[config.mk]
export PLATFORM = sky130hd
export DESIGN_NAME = seg7_scan_mux
export DESIGN_NICKNAME = d
export VERILOG_FILES = /design/src/rtl/seg7_scan_mux.sv
export SDC_FILE = /design/constraint.sdc
export NUM_CORES = 1
export LEC_CHECK = 0
export BUFFER_PORTS_ARGS = -buffer_cell sky130_fd_sc_hd__buf_2
export CORE_UTILIZATION = 25
export CTS_CLUSTER_DIAMETER = 100
export DETAILED_ROUTE_END_ITERATION = 8
export GPL_TIMING_DRIVEN = 0
export PLACE_DENSITY_LB_ADDON = 0.1
export SLEW_MARGIN = 10
export SYNTH_ARGS = -nofsm -noshare
export SYNTH_HDL_FRONTEND = slang
export SYNTH_SLANG_ARGS = --single-unit
[constraint.sdc]
create_clock -name clk -period 4.2 [get_ports clk]
set_input_delay 0.21 -clock clk [delete_from_list [all_inputs] [get_ports clk]]
set_output_delay 0.21 -clock clk [all_outputs]
set_load 0.02 [all_outputs]
[src/rtl/seg7_scan_mux.sv]
// rtl/seg7_scan_mux.sv - time-multiplexed 7-segment driver with frame-aligned BCD load.
// Optional leading-zero blanking via `LEADING_ZERO_BLANK_EN.
module seg7_scan_mux #(
    parameter int NUM_DIGITS   = 4,
    parameter int SCAN_DIV     = 2500,
    parameter int BLANK_CYCLES = 16,
    parameter int CNT_W        = 12
) (
    input  logic                      clk,
    input  logic                      reset,
    input  logic                      load_valid,
    output logic                      load_ready,
    input  logic [4*NUM_DIGITS-1:0]   load_digits,
    input  logic [NUM_DIGITS-1:0]     load_dp,
    output logic [6:0]                seg_out,
    output logic                      dp_out,
    output logic [NUM_DIGITS-1:0]     digit_en,
    output logic                      frame_tick
);
    localparam int IDX_W = (NUM_DIGITS > 1) ? $clog2(NUM_DIGITS) : 1;

    logic [CNT_W-1:0]        r_slot_cnt;
    logic [IDX_W-1:0]        r_digit_idx;
    logic                    r_pending_full;
    logic [4*NUM_DIGITS-1:0] r_pending_digits;
    logic [NUM_DIGITS-1:0]   r_pending_dp;
    logic [4*NUM_DIGITS-1:0] r_active_digits;
    logic [NUM_DIGITS-1:0]   r_active_dp;
    logic [6:0]              r_seg;
    logic                    r_dp;
    logic [NUM_DIGITS-1:0]   r_en;
    logic                    r_tick;

    logic                    w_slot_last;
    logic                    w_frame_end;
    logic                    w_load_fire;
    logic                    w_blank;
    logic [3:0]              w_nibble;
    logic [6:0]              w_seg_dec;
    logic                    w_lz_blank;

    assign load_ready  = !r_pending_full && !reset;
    assign w_load_fire = load_valid && load_ready;
    assign w_slot_last = (r_slot_cnt == CNT_W'(SCAN_DIV - 1));
    assign w_frame_end = w_slot_last && (r_digit_idx == IDX_W'(NUM_DIGITS - 1));
    assign w_blank     = (r_slot_cnt < CNT_W'(BLANK_CYCLES));
    assign w_nibble    = r_active_digits[4*r_digit_idx +: 4];

    // Segment pattern g..a; non-BCD nibbles render dark.
    always_comb begin
        w_seg_dec = 7'h00;
        case (w_nibble)
            4'd0: w_seg_dec = 7'h3F;
            4'd1: w_seg_dec = 7'h06;
            4'd2: w_seg_dec = 7'h5B;
            4'd3: w_seg_dec = 7'h4F;
            4'd4: w_seg_dec = 7'h66;
            4'd5: w_seg_dec = 7'h6D;
            4'd6: w_seg_dec = 7'h7D;
            4'd7: w_seg_dec = 7'h07;
            4'd8: w_seg_dec = 7'h7F;
            4'd9: w_seg_dec = 7'h6F;
            default: w_seg_dec = 7'h00;
        endcase
    end

    // A digit is a leading zero when it and every digit above it are zero.
    always_comb begin
        w_lz_blank = 1'b0;
`ifdef LEADING_ZERO_BLANK_EN
        w_lz_blank = (r_digit_idx != '0);
        for (int i = 0; i < NUM_DIGITS; i++) begin
            if (i >= int'(r_digit_idx) && r_active_digits[4*i +: 4] != 4'd0) begin
                w_lz_blank = 1'b0;
            end
        end
`endif
    end

    always_ff @(posedge clk) begin
        if (reset) begin
            r_slot_cnt       <= '0;
            r_digit_idx      <= '0;
            r_pending_full   <= 1'b0;
            r_pending_digits <= '0;
            r_pending_dp     <= '0;
            r_active_digits  <= '0;
            r_active_dp      <= '0;
            r_seg            <= '0;
            r_dp             <= 1'b0;
            r_en             <= '0;
            r_tick           <= 1'b0;
        end else begin
            if (w_slot_last) begin
                r_slot_cnt  <= '0;
                r_digit_idx <= (r_digit_idx == IDX_W'(NUM_DIGITS - 1)) ? '0 : r_digit_idx + 1'b1;
            end else begin
                r_slot_cnt  <= r_slot_cnt + 1'b1;
            end

            // Ready is low while pending is full, so transfer and capture never collide.
            if (w_frame_end && r_pending_full) begin
                r_active_digits <= r_pending_digits;
                r_active_dp     <= r_pending_dp;
                r_pending_full  <= 1'b0;
            end else if (w_load_fire) begin
                r_pending_digits <= load_digits;
                r_pending_dp     <= load_dp;
                r_pending_full   <= 1'b1;
            end

            r_tick <= w_frame_end;
            if (w_blank) begin
                r_en  <= '0;
                r_seg <= '0;
                r_dp  <= 1'b0;
            end else begin
                r_en  <= NUM_DIGITS'(1) << r_digit_idx;
                r_seg <= w_lz_blank ? 7'h00 : w_seg_dec;
                r_dp  <= r_active_dp[r_digit_idx];
            end
        end
    end

    assign seg_out    = r_seg;
    assign dp_out     = r_dp;
    assign digit_en   = r_en;
    assign frame_tick = r_tick;
endmodule

Word level (Yosys, flattened, before mapping)
Memory sizes are Yosys's and may differ from the RTL's. A register that Yosys moved wholly into a read port is not among the register bits.
Index checks and enable logic that the tools add are counted.
{"block": "word_totals", "ff_bits": 61, "rom_bits": 112, "inputBits": 23, "out_inout_bits": 14, "elab_cells": 33, "memories": 1}
{"block": "op_classes", "add_sub_neg": 2, "magnitude_cmp": 2, "eq_ne": 2, "shifts": 2, "mux": 3, "bitwise": 1, "n_reduce_logical": 10}
{"memory": "(name not given)", "depth": 16, "word_bits": 7, "rd": 1, "rd_clocked_by_memory_dff": 1, "write_ports": 0, "line": "52", "source": "case (w_nibble)"}
{"cell": "16-bit by 5-bit variable part select with 4-bit output", "n": 1}
{"cell": "12-bit by 1-bit adder with 12-bit output (second input constant)", "n": 1}
{"cell": "12-bit == test (second input constant)", "n": 1}
{"cell": "12-bit by 5-bit less-than comparator with 1-bit output (second input constant)", "n": 1}
{"cell": "2-bit OR reduction", "n": 3}
{"cell": "1-bit logical AND", "n": 4}
{"cell": "1-bit by 2-bit << shifter with 4-bit output (first input constant)", "n": 1}
{"cell": "2-bit by 3-bit less-than comparator with 1-bit output (second input constant)", "n": 1}
{"cell": "2-bit by 1-bit adder with 2-bit output (second input constant)", "n": 1}
{"cell": "1-bit binary-select mux with 2-bit select", "n": 1}
{"cell": "2-bit == test (second input constant)", "n": 1}
{"cell": "1-bit logical NOT", "n": 2}
{"cell": "2-bit 2-to-1 mux", "n": 1}
{"cell": "2-bit AND reduction", "n": 1}
{"cell": "1-bit 2-to-1 mux", "n": 1}
{"cell": "1-bit NOT", "n": 1}

Depth between registers and ports, before layout
Gate-level depths: netlist of the first run.
{"block": "logic_depth", "depth_word": 5, "mapped_depth": 8}

Least setup slack after synthesis of the first run
No wires, ideal clock.
{"block": "synth_path", "path_kind": "register to register", "from": "register r_digit_idx[1]", "to": "register r_seg[3] (netlist: seg_out[3])", "setup_time_ps": 119, "t_arrival_ps": 1578, "slack_ps": 2504, "stages_incl_launch_ff": 7, "period_less_slack_ps": 1696, "cell_sequence": "dfxtp_1 > buf_6 > mux4_2 > inv_1 > ha_1 > a21oi_1 > o21ai_1"}
{"block": "synth_between", "elab_chain_cells": 1}
{"item": "start, declared", "line": "23", "source": "logic [IDX_W-1:0] r_digit_idx;"}
{"item": "start signal, assigned", "line": "96", "source": "r_digit_idx <= (r_digit_idx == IDX_W'(NUM_DIGITS - 1)) ? '0 : r_digit_idx + 1'b1;"}
{"item": "16-bit by 5-bit variable part select with 4-bit output", "line": "47", "source": "assign w_nibble = r_active_digits[4*r_digit_idx +: 4];"}
{"item": "end, declared", "line": "29", "source": "logic [6:0] r_seg;"}
Every way passes these cells.
A chain may end at the register's enable or synchronous reset.

Final worst setup path of the first run
{"block": "layout_path", "from": "register r_digit_idx[1]", "to": "register r_seg[1] (netlist: seg_out[1])"}
Same word-level chain as after synthesis.

==> impl_metrics.tcl, run 1 <==
set metrics [dict create \
    cts_buffer_depth 2 \
    cts_sinks 68 \
    worstSkewPairLatency_ps 340 \
    via_per_inst 4.133 \
    vias 1992 \
    multiInputGateArea_um2 1287 \
    synth.top_cells.by_area "dfxtp_1 (49%), mux2i_1 (7.6%), nor2_1 (5.3%)" \
    numCtsBuffers 9 \
    holdCritPathClass "primary input to flop" \
    ys_seq_area_frac 0.4905 \
    synth_cells 290 \
    post_cts_buffers 0 \
    cts-root-buf "clkbuf_8" \
    route.layer.met1.wl_um 3020 \
    drive_above_1_share 0.1930 \
    synth.distinct_cells 33 \
    slowest_stage "mux4_2" \
    finalWirelength_um 6089 \
    synth.largest_area_cell "dfxtp_1" \
    regArea_um2 1361 \
    synth_common_cells "dfxtp_1 (68), nor2_1 (39), nand2_1 (25)" \
    overflow 0 \
    outcome "finished clean" \
    worst_pin_slew_ps 593.2 \
    path_max_fanout 10 \
    wl_met3_um 192 \
    portBuffers 36 \
    wl_met2_um 2834 \
    final-setup-viol-count 0 \
    yosys_warnings 0 \
    worstSetupPathType "flop to flop" \
    synth_ff_type "dfxtp_1" \
    cp.arrival_ps 2140 \
    crit_path_end_kind "flop" \
    max_freq_ghz 0.5331 \
    drt_iter0_markers 57 \
    antenna_found_initial 0 \
    drt_first_pass_iters 4 \
    start_util 0.2560 \
    synth_area_um2 2775 \
    drcViolationCount 0 \
    hold_violations 0 \
    fillCellCount 1195 \
    start_kind "flop" \
    antenna_left 0 \
    wl_per_cell_um 12.63 \
    ys_ff_latch 68 \
    rsz0062_at_grt "false" \
    worst_path_largest_cell_delay_ps 610 \
    tns_ps 0 \
    path_delay_family "multiplexers" \
    cp_data_required_time_ps 4460 \
    hpwl_um 4348 \
    slew_headroom 0.6046 \
    dieWidth_um 107.4 \
    synth_top_area_frac 0.4905 \
    syn_area_per_cell_um2 9.570 \
    ctsResizeCount 0 \
    max_cap_violations 0 \
    dp_slack_ps 2322 \
    cts_tree "yes" \
    p_leak_nw 1.266 \
    ctsHoldBuffers 0 \
    antenna-diode-count 0 \
    skew_ps 13.01 \
    grt_pass1_wl_um 10040 \
    synth_fp_nets 321 \
    min_period_ps 1876 \
    crit_top_cell "a21oi_1" \
    io_pins 37 \
    synthArstFlopShare 0 \
    cp_num_buf_inv 2 \
    drv_slew 0 \
    track_usage 0.1166 \
    synth-edff-count 0 \
    grt_pass1_vias 1934 \
    row_count 38 \
    core_um2 10840 \
    cp_cell_sequence "buf_6, mux4_2, inv_1, ha_1, a21oi_1, a21oi_1, nor2_1" \
    htreeDepth 3 \
    power.density_nw_per_um2 370.3 \
    die_h_um 107.4 \
    synth.most_common_cell "dfxtp_1" \
    die_area_um2 11530 \
    ir_worst_vdd_v 0.0001121 \
    layout_setup_ws_ps 2324 \
    grt_max_degree 12 \
    maxUsedRoutingLayer "met4" \
    fin_crit_sh 0.4466 \
    area_delta_synth_final_pct 19.57 \
    clk_pin_slew_worst_paths_ps 70 \
    nets 368 \
    gp_congestion 0.6869 \
]
-- layout by cell type (no fill, tap or decap) --
master and instances:
dfxtp_1 68, nor2_1 39, buf_2 38, nand2_1 25, o21ai_0 24, nand2b_1 22, mux2i_1 21, clkbuf_8 12
a21oi_1 11, clkbuf_1 10, inv_1 8, xnor2_1 8, ha_1 8, nand3_1 7, nor3_1 6, mux4_2 5
and3_1 3, and2_1 3, clkinv_2 3, buf_8 2, nor4_1 2, nor3b_1 2, xor2_1 2, buf_6 1
and4bb_2 1, nor4_4 1, and4_1 1, buf_4 1, a21o_1 1, nor3b_2 1, nor2b_1 1, o21ai_1 1
o21a_1 1, nand4_1 1, or3_1 1, clkinvlp_4 1
-- path summary, 6_finish.rpt --
check	start	end	slack (ps)	cells after the start
max reg2reg	r_digit_idx[1]	seg_out[1]	2320	7
min reg2reg	r_slot_cnt[0]	r_slot_cnt[0]	460	1
max	r_digit_idx[1]	seg_out[1]	2320	7
min	load_digits[7]	r_pending_digits[7]	60	3
-- where the power goes --
part / switching (mW) / leakage [nW] / internal, mW
logic: 0.0281 / 0.616 / 0.0218
registers: 0.0103 / 0.552 / 0.661
clock network: 0.248 / 0.0982 / 0.260
total: 0.286 / 1.27 / 0.943
-- through the flow --
stage                     power, mW  instance area (um2)  utilization  hold slack [ps]  instances
after floorplan              0.7122                 2775            -            318.6        290
after global placement       0.7374                 3131       0.2888            404.5        466
after detailed placement     0.7382                 3131       0.2888            410.3        466
after CTS                     1.255                 3318       0.3061            50.07        482
after global routing          1.292                 3318       0.3061            53.84        482
final                         1.229                 3318       0.3061            64.44        482
-- area by class of cell --
cell class / instances / area share
clock buffer: 12 / 0.04977
timing repair buffer: 36 / 0.05430
inverter: 8 / 0.009050
buffer: 16 / 0.02903
multi-input combinational: 198 / 0.3880
tap: 140 / 0.05279
sequential: 68 / 0.4103
clock inverter: 4 / 0.006787
-- cells by family after synthesis --
kind of cell / share of synthesized area
simple gates: 0.2096
flops: 0.4905
compound gates: 0.07033
mux: 0.1163
buf+inv: 0.04554
xor+xnor: 0.03156
fa+ha+maj: 0.03607
-- state kept, by name, summed over array words and instances, names as in the netlist, 2 cells and up --
register,flops
r_active_digits,16
r_pending_digits,16
r_slot_cnt,12
seg_out,7
digit_en,4
r_active_dp,4
r_pending_dp,4
r_digit_idx,2
-- worst reg2reg max path, cell delays in order (launching register included) --
cell	delay (ps)
dfxtp_1	350
buf_6	170
mux4_2	610
inv_1	150
ha_1	260
a21oi_1	130
a21oi_1	60
nor2_1	90
-- layer usage --
metal	global-route usage	vias to the layer above
met1	0.1472	893
li1	-	1061
met3	0.03390	4
met2	0.1862	34
met4	0.04697	0
met5	0	-
Note: power is estimated with default switching activity, not from simulation.
==> run 2: changes to the inputs <==
==> constraint.sdc (replaced) <==
create_clock -name clk -period 1.55 [get_ports clk]
set_input_delay 0.0775 -clock clk [delete_from_list [all_inputs] [get_ports clk]]
set_output_delay 0.0775 -clock clk [all_outputs]
set_load 0.02 [all_outputs]
==> run 2 against run 1 <==
  * Utilization rose by 4.7 points
  * Total power rose to 2.7 times the previous value
  * Final cell count rose by 7.1%
  * The flow now finishes with violations (setup timing)
  * Clock skew fell by 4.8 ps
  * Highest routed layer unchanged
  * Register-to-register slack got worse by 2500 ps
  * Sequential power rose to 2.7 times the previous value
  * Sequential share of layout area fell by 5.2 points
  * Largest cell class is now multi-input combinational cells
  * Count of clock-buffer cells in the layout fell by 1
  * Flip-flop and latch count did not move
==> impl_metrics.tcl, run 2 (same netlist as run 1, synthesis figures left out) <==
set metrics [dict create \
    outcome "complete, but fails checks" \
    violations "setup timing" \
    core_um2 10840 \
    drv_slew 0 \
    cts_tree "yes" \
    path_delay_family "multiplexers" \
    cp_cell_sequence "buf_8, mux4_2, inv_4, buf_6, ha_2, a21oi_1, o21a_1" \
    cp_data_required_time_ps 1780 \
    cts_sinks 68 \
    min_period_ps 1736 \
    drcViolationCount 0 \
    crit_path_end_kind "flop" \
    holdPathEnd "digit_en[1]" \
    worst_path_largest_cell_delay_ps 560 \
    layout_setup_ws_ps -186.2 \
    worst_pin_slew_ps 503.3 \
    numCtsBuffers 9 \
    antenna_found_initial 0 \
    grt_pass1_vias 2095 \
    final-setup-viol-count 27 \
    cp_num_buf_inv 3 \
    grt_pass1_wl_um 10610 \
    wl_per_cell_um 12.72 \
    final_area_um2 3822 \
    reg2reg_to "seg_out[2]" \
    die_h_um 107.4 \
    grt_max_degree 11 \
    dp_slack_ps -242.9 \
    fin_crit_sh 1.120 \
    portBuffers 36 \
    rrSetupSlack_ps -190 \
    p_leak_nw 1.469 \
    vias 2144 \
    nets 404 \
    cp.arrival_ps 1970 \
    power.density_nw_per_um2 879.6 \
    slew_headroom 0.6645 \
    dieWidth_um 107.4 \
    holdCritPathClass "primary input to flop" \
    multiInputGateArea_um2 1379 \
    path_max_fanout 7 \
    holdPathStages 4 \
    worstSkewPairLatency_ps 340 \
    overflow 0 \
    cts_buffer_depth 2 \
    worstSetupPathType "flop to flop" \
    max_freq_ghz 0.5760 \
    regArea_um2 1369 \
    drt_first_pass_iters 4 \
    drt_iter0_markers 55 \
    start_util 0.2560 \
    ir_worst_vdd_v 0.0003713 \
    antenna-diode-count 0 \
    drive_above_1_share 0.2739 \
    clk_pin_slew_worst_paths_ps 70 \
    reg_top3 "r_active_digits x16, r_pending_digits x16, r_slot_cnt x12" \
    row_count 38 \
    io_pins 37 \
    fillCellCount 1145 \
    r2r-start "r_digit_idx[1]" \
    tns_ps -3274 \
    hold_violations 0 \
    final_cell_mix "dfxtp_1 (62), nor2_1 (38), buf_2 (36)" \
    area_delta_synth_final_pct 37.74 \
    via_per_inst 4.155 \
    start_kind "flop" \
    placed_area_um2 3151 \
    hpwl_um 4341 \
    track_usage 0.1226 \
    min-delay-start "reset" \
    cts-root-buf "clkbuf_8" \
    die_area_um2 11530 \
    finalWirelength_um 6562 \
    skew_ps 8.191 \
    layout_commonest_cell "dfxtp_1" \
    htreeDepth 3 \
    antenna_left 0 \
    max_cap_violations 0 \
    rsz0062_at_grt "true" \
    ff2ff_path_depth 7 \
    gp_congestion 0.7062 \
    slowest_stage "mux4_2" \
]
==> run 2: cell count changes in the layout (fill, tap and decap cells not counted), moves of 5 or more <==
| cell | delta |
|---|---|
| a21oi_1 | -5 |
| dfxtp_2 | +6 |
| dlygate4sd3_1 | +21 |
| dfxtp_1 | -6 |
| ha_1 | -6 |
| a21oi_2 | +5 |
| buf_4 | +13 |
==> run 2: final cells by class <==
cell class | count | share of cell area
multi-input cells | 198 | 0.3607
flip-flops and latches | 68 | 0.3581
repair buffers | 73 | 0.1509
well taps | 140 | 0.04583
clock buffers | 11 | 0.03437
plain buffers | 15 | 0.03044
clock inverters | 3 | 0.01047
inverters | 8 | 0.009165
==> run 2: what timing repair did <==
| item | CTS | global route |
|---|---|---|
| endpoints found under the hold margin | 21 | 0 |
| endpoints found under the setup margin | 37 | 39 |
| setup buffers | 11 | 3 |
| gates cloned | 2 | 0 |
| hold buffers | 21 | 0 |
| pin swaps | 6 | 3 |
| gates resized for setup | 20 | 15 |
==> run 2: worst max-delay path by stage <==
stage	startpoint	endpoint	slack (ps)	cells past startpoint
after global placement	r_digit_idx[0]	seg_out[4]	-250	8
after global routing	r_digit_idx[1]	seg_out[3]	-250	6
final	r_digit_idx[1]	seg_out[2]	-190	7
after CTS	r_digit_idx[1]	seg_out[4]	-180	8
after detailed placement	r_digit_idx[1]	seg_out[0]	-240	7
after floorplan	r_digit_idx[1]	seg_out[0]	-80	7
==> run 2: where the power goes <==
| group | internal, mW | switching, mW | leakage (nW) |
|---|---|---|---|
| sequential | 1.79 | 0.0290 | 0.555 |
| clock | 0.722 | 0.632 | 0.0890 |
| combinational | 0.102 | 0.0858 | 0.825 |
| total | 2.62 | 0.747 | 1.47 |
==> run 2: worst reg2reg max path: stages (launching register included) <==
cell     delay [ps]
dfxtp_2         340
buf_8           130
mux4_2          570
inv_4            80
buf_6           110
ha_2            150
a21oi_1          60
o21a_1          200
==> run 2: routing by layer <==
layer,GRT usage,wire length [um]
met5,0,0
met4,0.04990,91
met3,0.03329,217
met2,0.2000,3054
met1,0.1524,3197
==> run 2: metrics by stage <==
stage            util  instances  hold WS, ps  power [mW]
2_1_floorplan       -        290        186.1       1.930
3_3_place_gp   0.2906        466        272.4       1.999
3_5_place_dp   0.2906        466        278.8       2.000
4_1_cts        0.3459        513        129.1       3.423
5_1_grt        0.3526        516        116.1       3.516
6_report       0.3526        516        88.82       3.362
==> run 3: changes to the inputs <==
--- a/config.mk
+++ b/config.mk
@@ -11,6 +11,7 @@
 export DETAILED_ROUTE_END_ITERATION = 8
 export GPL_TIMING_DRIVEN = 0
 export PLACE_DENSITY_LB_ADDON = 0.1
+export SETUP_SLACK_MARGIN = 0.3
 export SLEW_MARGIN = 10
 export SYNTH_ARGS = -nofsm -noshare
 export SYNTH_HDL_FRONTEND = slang
==> run 3 against run 2 <==
  * Sequential share of layout area is 2.3 points lower
  * Total power is 9.1% higher
  * Fmax is 0.67% lower
  * First-iteration DRC count is 24% higher
  * Count of clock-buffer cells in the layout is 1 higher
  * The flow still finishes with violations (setup timing)
  * Cell area is 7.8% higher
  * Die area stayed put
  * Critical endpoint unchanged
  * Utilization is 2.8 points higher
  * Final cell count is 2.3% higher
==> impl_metrics.tcl, run 3 (same netlist as run 1, synthesis figures left out) <==
set metrics [dict create \
    start_kind "flop" \
    p_sw_mw 0.8143 \
    rsz0062_at_grt "true" \
    hpwl_um 4326 \
    worstSkewPairLatency_ps 340 \
    worstSetupPathType "flop to flop" \
    antenna_found_initial 0 \
    cp_data_required_time_ps 1790 \
    max_freq_ghz 0.5721 \
    power.density_nw_per_um2 890.4 \
    pwr-share-clk 0.445 \
    path_delay_family "multiplexers" \
    wl_per_cell_um 13.47 \
    grt_pass1_vias 2083 \
    drcViolationCount 0 \
    finalWirelength_um 7112 \
    cts_buffer_depth 2 \
    hold_violations 0 \
    cp_num_buf_inv 3 \
    die_area_um2 11530 \
    drt_first_pass_iters 4 \
    cts_tree "yes" \
    grt_max_degree 12 \
    cts-root-buf "clkbuf_8" \
    die_h_um 107.4 \
    drive_above_1_share 0.3505 \
    layout_setup_ws_ps -197.9 \
    final-setup-viol-count 28 \
    path_max_fanout 5 \
    slowest_stage "mux4_2" \
    numCtsBuffers 9 \
    rrSetupSlack_ps -200 \
    dieWidth_um 107.4 \
    power.internal_mw 2.855 \
    antenna-diode-count 0 \
    gp_congestion 0.6911 \
    start_util 0.2560 \
    skew_ps 10.52 \
    cts_sinks 68 \
    fin_crit_sh 1.128 \
    p_total_mw 3.670 \
    p_seq_frac 0.494 \
    worst_path_largest_cell_delay_ps 570 \
    p_comb_frac 0.060 \
    worst_pin_slew_ps 546.8 \
    crit_path_end_kind "flop" \
    portBuffers 36 \
    clk_pin_slew_worst_paths_ps 70 \
    p_leak_nw 1.570 \
    min_period_ps 1748 \
    ir_worst_vdd_v 0.0003562 \
    via_per_inst 4.294 \
    core_um2 10840 \
    row_count 38 \
    final_core_util 0.3802 \
    grt_pass1_wl_um 10910 \
    violations "setup timing" \
    tns_ps -2873 \
    layout_commonest_cell "dfxtp_1" \
    cp.arrival_ps 1980 \
    track_usage 0.1275 \
    holdCritPathClass "primary input to flop" \
    overflow 0 \
    final_cell_mix "dfxtp_1 (60), buf_2 (36), nor2_1 (30)" \
    outcome "complete, but fails checks" \
    area_delta_synth_final_pct 48.51 \
    antenna_left 0 \
    vias 2267 \
    io_pins 37 \
    drv_slew 0 \
    nets 414 \
    reg_top3 "r_active_digits x16, r_pending_digits x16, r_slot_cnt x12" \
    htreeDepth 3 \
    netSwitchingFraction 0.2219 \
    cp_cell_sequence "buf_8, mux4_2, inv_4, buf_4, ha_1, a21oi_1, o21a_1" \
    drt_iter0_markers 68 \
    max_cap_violations 0 \
    slew_headroom 0.6354 \
]
==> run 3: power by group through the flow <==
stage | registers [mW] | logic (mW) | clock network, mW
finish | 1.81 | 0.222 | 1.63
global route | 1.82 | 0.247 | 1.76
CTS | 1.82 | 0.213 | 1.68
detailed placement | 1.86 | 0.144 | 0
global placement | 1.86 | 0.143 | 0
floorplan | 1.85 | 0.0835 | 0
==> run 3: area by class of cell <==
| cell class | instances | area, um2 |
|---|---|---|
| multi-input cells | 199 | 1505 |
| well taps | 140 | 175.2 |
| clock buffers | 12 | 145.1 |
| flip-flops and latches | 68 | 1381 |
| clock inverters | 4 | 72.57 |
| fillers | 1110 | 6719 |
| repair buffers | 81 | 655.6 |
| inverters | 8 | 35.03 |
| plain buffers | 16 | 151.4 |
==> run 3: what timing repair did <==
item / CTS / global route
hold endpoints to repair: 20 / 0
hold buffers: 20 / 0
pin swaps: 18 / 4
gates resized for setup: 52 / 26
setup endpoints to repair: 66 / 65
cloned: 2 / 2
buffers inserted: 17 / 5
==> run 3: worst paths after layout <==
path	start	endpoint	cells past startpoint
setup / recovery	r_digit_idx[1]	seg_out[2]	7
hold / removal	load_valid	r_pending_full	3
setup reg to reg	r_digit_idx[1]	seg_out[2]	7
hold reg to reg	r_pending_digits[6]	r_pending_digits[6]	2
==> run 3: routing by layer <==
layer / track usage / wire, um / vias to the layer above
met5: 0 / 0 / -
met4: 0.06164 / 166 / 0
met3: 0.02785 / 236 / 16
met2: 0.2129 / 3368 / 35
met1: 0.1550 / 3342 / 1048
li1: - / - / 1168
==> run 3: stage by stage <==
| stage | hold WS (ps) | std cells | setup WS [ps] | cell area [um2] |
|---|---|---|---|---|
| 4_1_cts | 25.92 | 521 | -173.4 | 3956 |
| 3_5_place_dp | 277.5 | 466 | -264.8 | 3179 |
| 5_1_grt | 29.04 | 528 | -277.4 | 4121 |
| 3_3_place_gp | 273.1 | 466 | -260.4 | 3179 |
| 6_report | 30.08 | 528 | -197.9 | 4121 |
| 2_1_floorplan | 186.1 | 290 | -77.43 | 2824 |
==> run 3: worst min-delay path, delay by kind of cell <==
| kind | cells | cell delay [ps] |
|---|---|---|
| AND/OR/NAND/NOR | 2 | 170 |
| buffers and inverters | 1 | 80 |
